$ cat src/rtl/stile_sram_arbiter_pkg.sv
// Shared types for the DiMArch stile SRAM arbiter.
// Latency: none (declarations only).
// Backpressure: n/a.
package dimarch_arb_pkg;

    // Direction of one accepted SRAM word.
    typedef enum logic {
        READ  = 1'b0,
        WRITE = 1'b1
    } sram_op_t;

    // Arbiter grant state: nobody owns the tile, or one requester holds a burst.
    typedef enum logic {
        IDLE  = 1'b0,
        BURST = 1'b1
    } arb_state_e;

    // Width of each per-requester wait-cycle counter.
    localparam int STAT_WIDTH = 16;

endpackage

$ cat src/rtl/stile_sram_arbiter_if.sv
// Requester, tile and response bundle around one stile SRAM arbiter.
// Latency: none (wiring only).
// Backpressure: req_ready per requester; tile and responses have none.
interface stile_sram_arbiter_if #(
    parameter int NUM_REQ    = 2,
    parameter int DATA_WIDTH = 256,
    parameter int ADDR_WIDTH = 7
);
    localparam int ID_WIDTH = (NUM_REQ > 1) ? $clog2(NUM_REQ) : 1;

    logic [NUM_REQ-1:0]            req_valid;
    logic [NUM_REQ-1:0]            req_we;
    logic [NUM_REQ-1:0]            req_last;
    logic [NUM_REQ*ADDR_WIDTH-1:0] req_addr;
    logic [NUM_REQ*DATA_WIDTH-1:0] req_wdata;
    logic [NUM_REQ-1:0]            req_ready;
    logic                          sram_r;
    logic                          sram_w;
    logic [ADDR_WIDTH-1:0]         sram_addr;
    logic [DATA_WIDTH-1:0]         sram_wdata;
    logic [DATA_WIDTH-1:0]         sram_rdata;
    logic                          rsp_valid;
    logic [ID_WIDTH-1:0]           rsp_id;
    logic [DATA_WIDTH-1:0]         rsp_data;

    // Clients plus the tile itself: everything outside the arbiter.
    modport master (
        output req_valid, req_we, req_last, req_addr, req_wdata, sram_rdata,
        input  req_ready, sram_r, sram_w, sram_addr, sram_wdata,
        input  rsp_valid, rsp_id, rsp_data
    );

    // The arbiter.
    modport slave (
        input  req_valid, req_we, req_last, req_addr, req_wdata, sram_rdata,
        output req_ready, sram_r, sram_w, sram_addr, sram_wdata,
        output rsp_valid, rsp_id, rsp_data
    );
endinterface

$ cat src/rtl/stile_sram_arbiter_rr_pick.sv
// Round-robin selector: first requester after last_owner, wrapping modulo NUM_REQ.
// Latency: combinational.
// Backpressure: none; all-zero grant when no request is present.
module rr_pick #(
    parameter int NUM_REQ = 2,
    parameter int ID_W    = 1
) (
    input  logic [NUM_REQ-1:0] req,
    input  logic [ID_W-1:0]    last_owner,
    output logic [NUM_REQ-1:0] gnt,
    output logic [ID_W-1:0]    idx
);
    logic [ID_W-1:0] cand;

    // Scan from farthest to nearest so the nearest requester after last_owner wins.
    always_comb begin
        gnt  = '0;
        idx  = '0;
        cand = '0;
        for (int k = NUM_REQ; k >= 1; k--) begin
            cand = ID_W'((int'(last_owner) + k) % NUM_REQ);
            if (req[cand]) begin
                gnt       = '0;
                gnt[cand] = 1'b1;
                idx       = cand;
            end
        end
    end
endmodule

$ cat src/rtl/stile_sram_arbiter.sv
// Round-robin arbiter sharing one single-port DiMArch SRAM tile; optional SRAM_ARB_STATS_EN wait counters.
// Latency: grant and strobe same cycle from IDLE; read response 1 cycle after the read strobe.
// Backpressure: one-hot req_ready to the current winner/owner; responses cannot be stalled.
module stile_sram_arbiter
    import dimarch_arb_pkg::*;
#(
    parameter int NUM_REQ    = 2,
    parameter int DATA_WIDTH = 256,
    parameter int ADDR_WIDTH = 7,
    parameter int MAX_BURST  = 16
) (
    input  logic                            clk,
    input  logic                            rst,
    stile_sram_arbiter_if.slave             bus
`ifdef SRAM_ARB_STATS_EN
    ,
    input  logic                            stat_clr,
    output logic [NUM_REQ*STAT_WIDTH-1:0]   stat_wait
`endif
);
    localparam int ID_W   = (NUM_REQ > 1) ? $clog2(NUM_REQ) : 1;
    localparam int BEAT_W = $clog2(MAX_BURST + 1);
    localparam logic [BEAT_W-1:0] BEAT_MAX = BEAT_W'(MAX_BURST);

    arb_state_e          state_q, state_d;
    logic [ID_W-1:0]     owner_q, owner_d;
    logic [ID_W-1:0]     last_owner_q, last_owner_d;
    logic [BEAT_W-1:0]   beat_q, beat_d;
    logic                rsp_valid_q, rsp_valid_d;
    logic [ID_W-1:0]     rsp_id_q, rsp_id_d;

    logic [NUM_REQ-1:0]  pick_gnt;
    logic [ID_W-1:0]     pick_idx;
    logic [NUM_REQ-1:0]  ready;
    logic [ID_W-1:0]     sel;
    logic                accept;
    sram_op_t            op;
    logic                last_sel;

    rr_pick #(.NUM_REQ(NUM_REQ), .ID_W(ID_W)) u_pick (
        .req        (bus.req_valid),
        .last_owner (last_owner_q),
        .gnt        (pick_gnt),
        .idx        (pick_idx)
    );

    // Grant: round-robin winner in IDLE, the owner alone during a burst; nothing while in reset.
    always_comb begin
        ready  = '0;
        sel    = owner_q;
        accept = 1'b0;
        if (!rst) begin
            if (state_q == IDLE) begin
                ready  = pick_gnt;
                sel    = pick_idx;
                accept = |pick_gnt;
            end else begin
                ready[owner_q] = bus.req_valid[owner_q];
                accept         = bus.req_valid[owner_q];
            end
        end
    end

    assign op       = sram_op_t'(bus.req_we[sel]);
    assign last_sel = bus.req_last[sel];

    assign bus.req_ready  = ready;
    assign bus.sram_r     = accept && (op == READ);
    assign bus.sram_w     = accept && (op == WRITE);
    assign bus.sram_addr  = accept ? bus.req_addr[sel*ADDR_WIDTH +: ADDR_WIDTH] : '0;
    assign bus.sram_wdata = accept ? bus.req_wdata[sel*DATA_WIDTH +: DATA_WIDTH] : '0;

    // The tile itself holds read data for the cycle after the strobe; the id/valid stage
    // lines up with it and zeroes the data lane whenever no response is due.
    assign bus.rsp_valid = rsp_valid_q;
    assign bus.rsp_id    = rsp_id_q;
    assign bus.rsp_data  = rsp_valid_q ? bus.sram_rdata : '0;

    // Next state: burst ownership, beat count and round-robin pointer; read response tagging.
    always_comb begin
        state_d      = state_q;
        owner_d      = owner_q;
        beat_d       = beat_q;
        last_owner_d = last_owner_q;
        rsp_valid_d  = accept && (op == READ);
        rsp_id_d     = (accept && (op == READ)) ? sel : rsp_id_q;
        if (accept) begin
            if (state_q == IDLE) begin
                if (last_sel || (MAX_BURST == 1)) begin
                    last_owner_d = sel;
                end else begin
                    state_d = BURST;
                    owner_d = sel;
                    beat_d  = BEAT_W'(1);
                end
            end else begin
                beat_d = beat_q + BEAT_W'(1);
                // A capped burst releases the tile; the owner simply re-competes later.
                if (last_sel || (beat_q + BEAT_W'(1) == BEAT_MAX)) begin
                    state_d      = IDLE;
                    last_owner_d = owner_q;
                end
            end
        end
    end

    // FSM and response register; reset drops any burst and any pending response.
    always_ff @(posedge clk or posedge rst) begin
        if (rst) begin
            state_q      <= IDLE;
            owner_q      <= '0;
            beat_q       <= '0;
            last_owner_q <= ID_W'(NUM_REQ - 1);
            rsp_valid_q  <= 1'b0;
            rsp_id_q     <= '0;
        end else begin
            state_q      <= state_d;
            owner_q      <= owner_d;
            beat_q       <= beat_d;
            last_owner_q <= last_owner_d;
            rsp_valid_q  <= rsp_valid_d;
            rsp_id_q     <= rsp_id_d;
        end
    end

`ifdef SRAM_ARB_STATS_EN
    logic [NUM_REQ-1:0][STAT_WIDTH-1:0] wait_q, wait_d;

    // Count cycles each requester is kept waiting; saturate, and let clear win.
    always_comb begin
        for (int i = 0; i < NUM_REQ; i++) begin
            wait_d[i] = wait_q[i];
            if (stat_clr) begin
                wait_d[i] = '0;
            end else if (bus.req_valid[i] && !ready[i] && (wait_q[i] != '1)) begin
                wait_d[i] = wait_q[i] + 1'b1;
            end
        end
    end

    // Wait counter registers.
    always_ff @(posedge clk or posedge rst) begin
        if (rst) begin
            wait_q <= '0;
        end else begin
            wait_q <= wait_d;
        end
    end

    assign stat_wait = wait_q;
`endif

endmodule
$ cat src/flat_wrapper.sv
// flat-port wrapper written by rule: the top's interface ports become plain ports
module stile_sram_arbiter_flat import dimarch_arb_pkg::*;
#(
    parameter int NUM_REQ    = 2,
    parameter int DATA_WIDTH = 256,
    parameter int ADDR_WIDTH = 7,
    parameter int MAX_BURST  = 16
)
  (clk, rst, bus_req_valid, bus_req_we, bus_req_last, bus_req_addr, bus_req_wdata, bus_sram_rdata, bus_req_ready, bus_sram_r, bus_sram_w, bus_sram_addr, bus_sram_wdata, bus_rsp_valid, bus_rsp_id, bus_rsp_data);
  stile_sram_arbiter_if #(.NUM_REQ(NUM_REQ), .DATA_WIDTH(DATA_WIDTH), .ADDR_WIDTH(ADDR_WIDTH)) bus_i ();
  input  logic clk;
  input  logic rst;
  input wire logic [$bits(bus_i.req_valid)-1:0] bus_req_valid;
  input wire logic [$bits(bus_i.req_we)-1:0] bus_req_we;
  input wire logic [$bits(bus_i.req_last)-1:0] bus_req_last;
  input wire logic [$bits(bus_i.req_addr)-1:0] bus_req_addr;
  input wire logic [$bits(bus_i.req_wdata)-1:0] bus_req_wdata;
  input wire logic [$bits(bus_i.sram_rdata)-1:0] bus_sram_rdata;
  output wire logic [$bits(bus_i.req_ready)-1:0] bus_req_ready;
  output wire logic [$bits(bus_i.sram_r)-1:0] bus_sram_r;
  output wire logic [$bits(bus_i.sram_w)-1:0] bus_sram_w;
  output wire logic [$bits(bus_i.sram_addr)-1:0] bus_sram_addr;
  output wire logic [$bits(bus_i.sram_wdata)-1:0] bus_sram_wdata;
  output wire logic [$bits(bus_i.rsp_valid)-1:0] bus_rsp_valid;
  output wire logic [$bits(bus_i.rsp_id)-1:0] bus_rsp_id;
  output wire logic [$bits(bus_i.rsp_data)-1:0] bus_rsp_data;
  assign bus_i.req_valid = bus_req_valid;
  assign bus_i.req_we = bus_req_we;
  assign bus_i.req_last = bus_req_last;
  assign bus_i.req_addr = bus_req_addr;
  assign bus_i.req_wdata = bus_req_wdata;
  assign bus_i.sram_rdata = bus_sram_rdata;
  assign bus_req_ready = bus_i.req_ready;
  assign bus_sram_r = bus_i.sram_r;
  assign bus_sram_w = bus_i.sram_w;
  assign bus_sram_addr = bus_i.sram_addr;
  assign bus_sram_wdata = bus_i.sram_wdata;
  assign bus_rsp_valid = bus_i.rsp_valid;
  assign bus_rsp_id = bus_i.rsp_id;
  assign bus_rsp_data = bus_i.rsp_data;
  stile_sram_arbiter #(.NUM_REQ(NUM_REQ), .DATA_WIDTH(DATA_WIDTH), .ADDR_WIDTH(ADDR_WIDTH), .MAX_BURST(MAX_BURST)) u_core (.clk(clk), .rst(rst), .bus(bus_i));
endmodule
$ cat config.mk
export PLATFORM = sky130hd
export DESIGN_NAME = stile_sram_arbiter_flat
export DESIGN_NICKNAME = d
export VERILOG_FILES = /design/src/rtl/stile_sram_arbiter_pkg.sv /design/src/rtl/stile_sram_arbiter_if.sv /design/src/rtl/stile_sram_arbiter_rr_pick.sv /design/src/rtl/stile_sram_arbiter.sv /design/src/flat_wrapper.sv
export SDC_FILE = /design/constraint.sdc
export NUM_CORES = 1
export LEC_CHECK = 0
export ABC_AREA = 1
export CAP_MARGIN = 5
export CELL_PAD_IN_SITES_DETAIL_PLACEMENT = 0
export CELL_PAD_IN_SITES_GLOBAL_PLACEMENT = 1
export CORE_AREA = 2 2 508 510
export DETAILED_ROUTE_END_ITERATION = 6
export DIE_AREA = 0 0 510 512
export PLACE_DENSITY = 0.34
export SYNTH_ARGS = -nofsm -noshare
export SYNTH_HDL_FRONTEND = slang
export SYNTH_SLANG_ARGS = --single-unit
$ cat constraint.sdc
create_clock -name clk -period 3.45 [get_ports clk]
set_input_delay 0.5175 -clock clk [delete_from_list [all_inputs] [get_ports clk]]
set_output_delay 0.5175 -clock clk [all_outputs]
set_load 0.02 [all_outputs]
# After elaboration in Yosys (flattened, before gate mapping)
# Cells that the tools add are included.
# W data, S select, Z words.
word_totals:
  register_bits: 10
  in_bits: 790
  output_inout_bits: 525
  wordCells: 74
classes:
  n_addsub: 3
  mul: 1
  order_cmp: 7
  n_eq_ne: 3
  shift: 2
  n_mux: 37
  bitwise_logic: 4
  n_reduce_logical: 11
ops:
  columns: ["cell", "n"]
  rows:
  - ["$mux W256", 2]
  - ["$shiftx A512 B10 Y256", 1]
  - ["$mux W1", 25]
  - ["$shiftx A14 B5 Y7", 1]
  - ["$mux W5", 2]
  - ["$lt A1 B2 Y1 const B", 4]
  - ["$mux W2", 4]
  - ["$mux W7", 1]
  - ["$reduce_and A3 Y1", 2]
  - ["$add A5 B1 Y5 const B", 1]
  - ["$eq A5 B5 Y1 const B", 1]
  - ["$logic_and A1 B1 Y1", 5]
  - ["$mul A1 B3 Y4 const B", 1]
  - ["$demux W1 S1", 3]
  - ["$ge A1 B1 Y1 const B", 3]
  - ["$not A1 Y1", 3]
  - ["$add A1 B1 Y1 const B", 2]
  - ["$and A2 B2 Y2", 1]
  - ["$ne A2 B1 Y1 const B", 1]
  - ["$ne A2 B2 Y1 const B", 1]
  - ["$reduce_and A2 Y1", 1]
  - ["$reduce_bool A2 Y1", 1]
  - ["$reduce_or A2 Y1", 1]
  - ["$logic_or A1 B1 Y1", 1]

# Depth between registers and ports, before layout
# Gate-level depths: netlist of the first run.
depth:
  depth_word: 12
  ltp_mapped: 11
  depth_no_buf: 10

# Cells and area by module
# Synthesis of the first run repeated with hierarchy kept, for this count alone.
unflattened:
  cells_unflattened: 2043
  area_unflattened_um2: 8231.6
modules_own_cells:
  columns: ["module", "n_inst", "cells_per_inst", "area_per_inst_um2", "seq_area_each_um2"]
  rows:
  - ["stile_sram_arbiter", 1, 2037, 8204.1, 251.5]
  - ["rr_pick", 1, 6, 27.5, 0.0]

# Least setup slack after synthesis of the first run
# No wires, ideal clock.
synth_path:
  path_kind: "input -> output"
  start: "in rst"
  end: "out bus_sram_wdata[112]"
  arrival_time_ps: 1885
  t_required_ps: 2932
  path_slack_ps: 1047
  cell_stages: 7
  n_path_buf: 2
  path_cell_list: "inv_1 > nand3_1 > nand2_1 > buf_2 > clkbuf_1 > o21ai_0 > nor2_1"
synth_via:
  elab_chain_cells: 3
  word_cells_on_any_way: 4
  cone_classes: "shift: 1; mux: 3"
synth_lines:
  columns: ["element", "line_no", "text"]
  rows:
  - ["start: declaration", "flat_wrapper.sv:12", "input logic rst;"]
  - ["$mux W1", "stile_sram_arbiter.sv:52", "if (!rst) begin"]
  - ["$shiftx A512 B10 Y256", "stile_sram_arbiter.sv:71", "assign bus.sram_wdata = accept ? bus.req_wdata[sel*DATA_WIDTH +: DATA_WIDTH] : '0;"]
  - ["$mux W256 (*)", "stile_sram_arbiter.sv:71", null]
  - ["end: declaration", "flat_wrapper.sv:23", "output wire logic [$bits(bus_i.sram_wdata)-1:0] bus_sram_wdata;"]
# Mark *: on every way between the ends. The rest lies on a longest branch, timed or not.

# Worst setup path after layout of the first run
layout_path:
  start: "reg u_core.state_q"
  end: "out bus_sram_wdata[161]"
layout_via:
  elab_chain_cells: 4
  word_cells_on_any_way: 6
  cone_classes: "shift: 1; mux: 5"
layout_lines:
  columns: ["element", "line_no", "text"]
  rows:
  - ["start: declaration", "stile_sram_arbiter.sv:25", "arb_state_e state_q, state_d;"]
  - ["start signal: assignment", "stile_sram_arbiter.sv:117", "state_q <= state_d;"]
  - ["$mux W1", "stile_sram_arbiter.sv:53", "if (state_q == IDLE) begin"]
  - ["$mux W1", "stile_sram_arbiter.sv:52", null]
  - ["$shiftx A512 B10 Y256", "stile_sram_arbiter.sv:71", null]
  - ["$mux W256 (*)", "stile_sram_arbiter.sv:71", null]
# Marks and branches as above.

==> flow_summary.json, run 1 <==
{
  "status": "complete, no violations",
  "first_pass_iters": 4,
  "peakVddDrop_uv": 212,
  "placed_area_sq_um": 25500,
  "hold_slack_ps": 504,
  "nFillCells": 30000,
  "grtUsageMet2_pct": 22.6,
  "crit_fanout": 38,
  "grt_use_met3_pct": 7.20,
  "multiInputGateArea_sq_um": 4720,
  "synth_nets": 2294,
  "avgSynthCellArea_sq_um": 4.35,
  "rsz0062_at_grt": "false",
  "worstPathRequired_ps": 2930,
  "start_kind": "flop",
  "die_w_um": 510,
  "hp-class": "flop to flop",
  "endpoint_kind": "output port",
  "syn_area_sq_um": 6550,
  "cp.arrival_ps": 2820,
  "rows": 186,
  "setup_viol": 0,
  "yosysWarnings": 0,
  "fmax_mhz": 300,
  "routed_wl_mm": 167,
  "die_h_um": 512,
  "fin_worst_skew_ps": 3.67,
  "ys_types": 25,
  "dieArea_sq_um": 261000,
  "cts_buffers": 3,
  "cts_tree": "built",
  "tightest_slew_ps": 748,
  "final_area_sq_um": 25700,
  "drt-vias-per-instance": 2.44,
  "grt_pass1_wl_mm": 199,
  "cts.sinks": 10,
  "final_hold_viol_count": 0,
  "fin_crit_sh_pct": 96.6,
  "synth.ff_latch_count": 10,
  "drive_gt1_share_pct": 13.6,
  "regArea_sq_um": 255,
  "grt_busiest_layer": "met2",
  "clockRootBuffer": "clkbuf_16",
  "finalMaxSlewViolations": 0,
  "netlist_instances": 1503,
  "layout_setup_ws_ps": 117,
  "start_util_pct": 2.56,
  "drc": 0,
  "finalCriticalPeriod_ps": 3330,
  "num_vias": 15200,
  "grt-ovfl-total": 0,
  "htreeDepth": 1,
  "synth.yosys.seq_area_share_pct": 3.84,
  "use_met1_pct": 11.2,
  "path_class": "flop to output port",
  "port-buffer-count": 1314,
  "clk_pin_slew_ps": 50,
  "antenna_found_initial": 57,
  "dp_hpwl_mm": 156,
  "powerDensity_nw_per_um2": 508,
  "place.gp.congestion": 0.878,
  "leakagePower_nw": 11.1,
  "grt.total_usage_pct": 12.1,
  "ant_nets": 0,
  "max_slew_margin_pct": 50.0,
  "cap_viol_max_count": 0,
  "clk-insertion-delay-late_ps": 240,
  "core_sq_um": 256000,
  "grt_pass1_vias": 16100,
  "io_pins": 1315,
  "post_drt_wl_per_cell_um": 26.8,
  "total_power_w": 0.0131,
  "place_ws_ps": -706,
  "clk_path_buf_depth": 2,
  "area_growth_pct": 293,
  "nets": 3623,
  "first_iter_violations": 606,
  "post_cts_buffers": 0,
  "grt_max_degree": 64
}
==> critical path: stages, from the launching register on <==
cell             delay [ps]
dfrtp_1                 460
inv_2                   190
nand2_2                  70
nand2_1                  80
nand3_2                 140
nand2_8                 230
buf_12                  270
o21ai_0                 150
nor2_1                  250
clkdlybuf4s50_1         670
==> registers in the layout, indices dropped and copies added, names as in the netlist <==
register,cells
u_core.beat_q,5
u_core.bus.rsp_id,1
u_core.bus.rsp_valid,1
u_core.last_owner_q,1
u_core.owner_q,1
u_core.state_q,1
==> per-layer routing <==
layer	share of wire (%)	vias up	wire length, um
met2	51	947	85000
met5	0.095	-	158
li1	-	7092	-
met4	2.3	24	3890
met1	33	6991	54200
met3	14	126	23400
==> synth_stat cells, drive strengths merged <==
cell	instances	area, sq um
a21oi	1	5.00
a31oi	1	6.26
buf	59	497
clkbuf	57	214
dfrtp	9	225
dfstp	1	26.3
ha	1	12.5
inv	265	997
nand2	290	1100
nand3	17	95.1
nand3b	2	15.0
nand4	2	12.5
nor2	531	1990
o211ai	1	12.5
o21ai	265	1330
or2	1	6.26
==> placed cells by master, fill, tap and decap left out, types with 2 or more instances in the layout <==
master and instances:
buf_12 145, buf_4 199, buf_6 2, clkbuf_16 3, clkdlybuf4s50_1 1087, dfrtp_1 8
diode_2 5, dlygate4sd2_1 2, dlymetal6s2s_1 3, inv_1 263, nand2_1 286, nand2_2 2
nand3_1 15, nand3_2 2, nand3b_1 2, nand4_1 2, nor2_1 510, nor2_2 8
nor2_4 13, o21ai_0 210, o21ai_1 54
==> where the power goes <==
part           total [W]  switching, W  leakage (nW)  internal (W)
clock network   0.000243     0.0000673        0.0442      0.000176
logic             0.0126       0.00762          11.0       0.00496
registers       0.000248     0.0000869         0.127      0.000162
==> path summary, 6_finish.rpt <==
kind	startpoint	cells after the start	slack, ps	to
min in group asynchronous	rst	3	640	u_core.owner_q
setup / recovery	u_core.state_q	9	120	bus_sram_wdata[161]
hold reg to reg	u_core.beat_q[4]	2	500	u_core.beat_q[4]
hold / removal	u_core.beat_q[4]	2	500	u_core.beat_q[4]
setup reg to reg	u_core.state_q	12	1210	u_core.bus.rsp_id
max in group asynchronous	rst	3	2560	u_core.last_owner_q
==> area by class of cell <==
| class | count | area share, % |
|---|---|---|
| Antenna cell | 5 | 0.0487 |
| Clock buffer | 4 | 0.346 |
| Tap cell | 3384 | 16.5 |
| Timing Repair Buffer | 1440 | 59.8 |
| Multi-Input combinational cell | 1112 | 18.4 |
| Sequential cell | 10 | 0.993 |
| Inverter | 265 | 3.97 |
==> stage by stage <==
step | setup TNS (ps) | cells | util, %
after floorplan | 0 | 1503 | -
after global placement | -58960 | 6211 | 9.96
after detailed placement | -45500 | 6211 | 9.96
after CTS | 0 | 6215 | 10.0
after global routing | 0 | 6218 | 10.1
final | 0 | 6220 | 10.1
==> cells by family after synthesis <==
kind of cell,after synthesis,synth area share (%)
DFF,10,3.84
buffers and inverters,381,26.1
and+or+nand+nor,843,49.2
AOI/OAI and AO/OA,268,20.6
adders and majority gates,1,0.191
==> timing repair <==
action	CTS	global route
endpoints found under the setup margin	232	8
hold buffers	0	0
gates resized for setup	42	7
pin swaps	1	0
No activity file was read; power rests on OpenSTA's default activity.
==> run 2, diff against run 1 <==
--- a/config.mk
+++ b/config.mk
@@ -12,6 +12,8 @@
 export CORE_AREA = 2 2 508 510
 export DETAILED_ROUTE_END_ITERATION = 6
 export DIE_AREA = 0 0 510 512
+export GPL_TIMING_DRIVEN = 1
+export HOLD_SLACK_MARGIN = 0.05
 export PLACE_DENSITY = 0.34
 export SYNTH_ARGS = -nofsm -noshare
 export SYNTH_HDL_FRONTEND = slang
==> results of run 2 <==
Same layout as run 1: the final DEF is identical, and so are final timing and power.
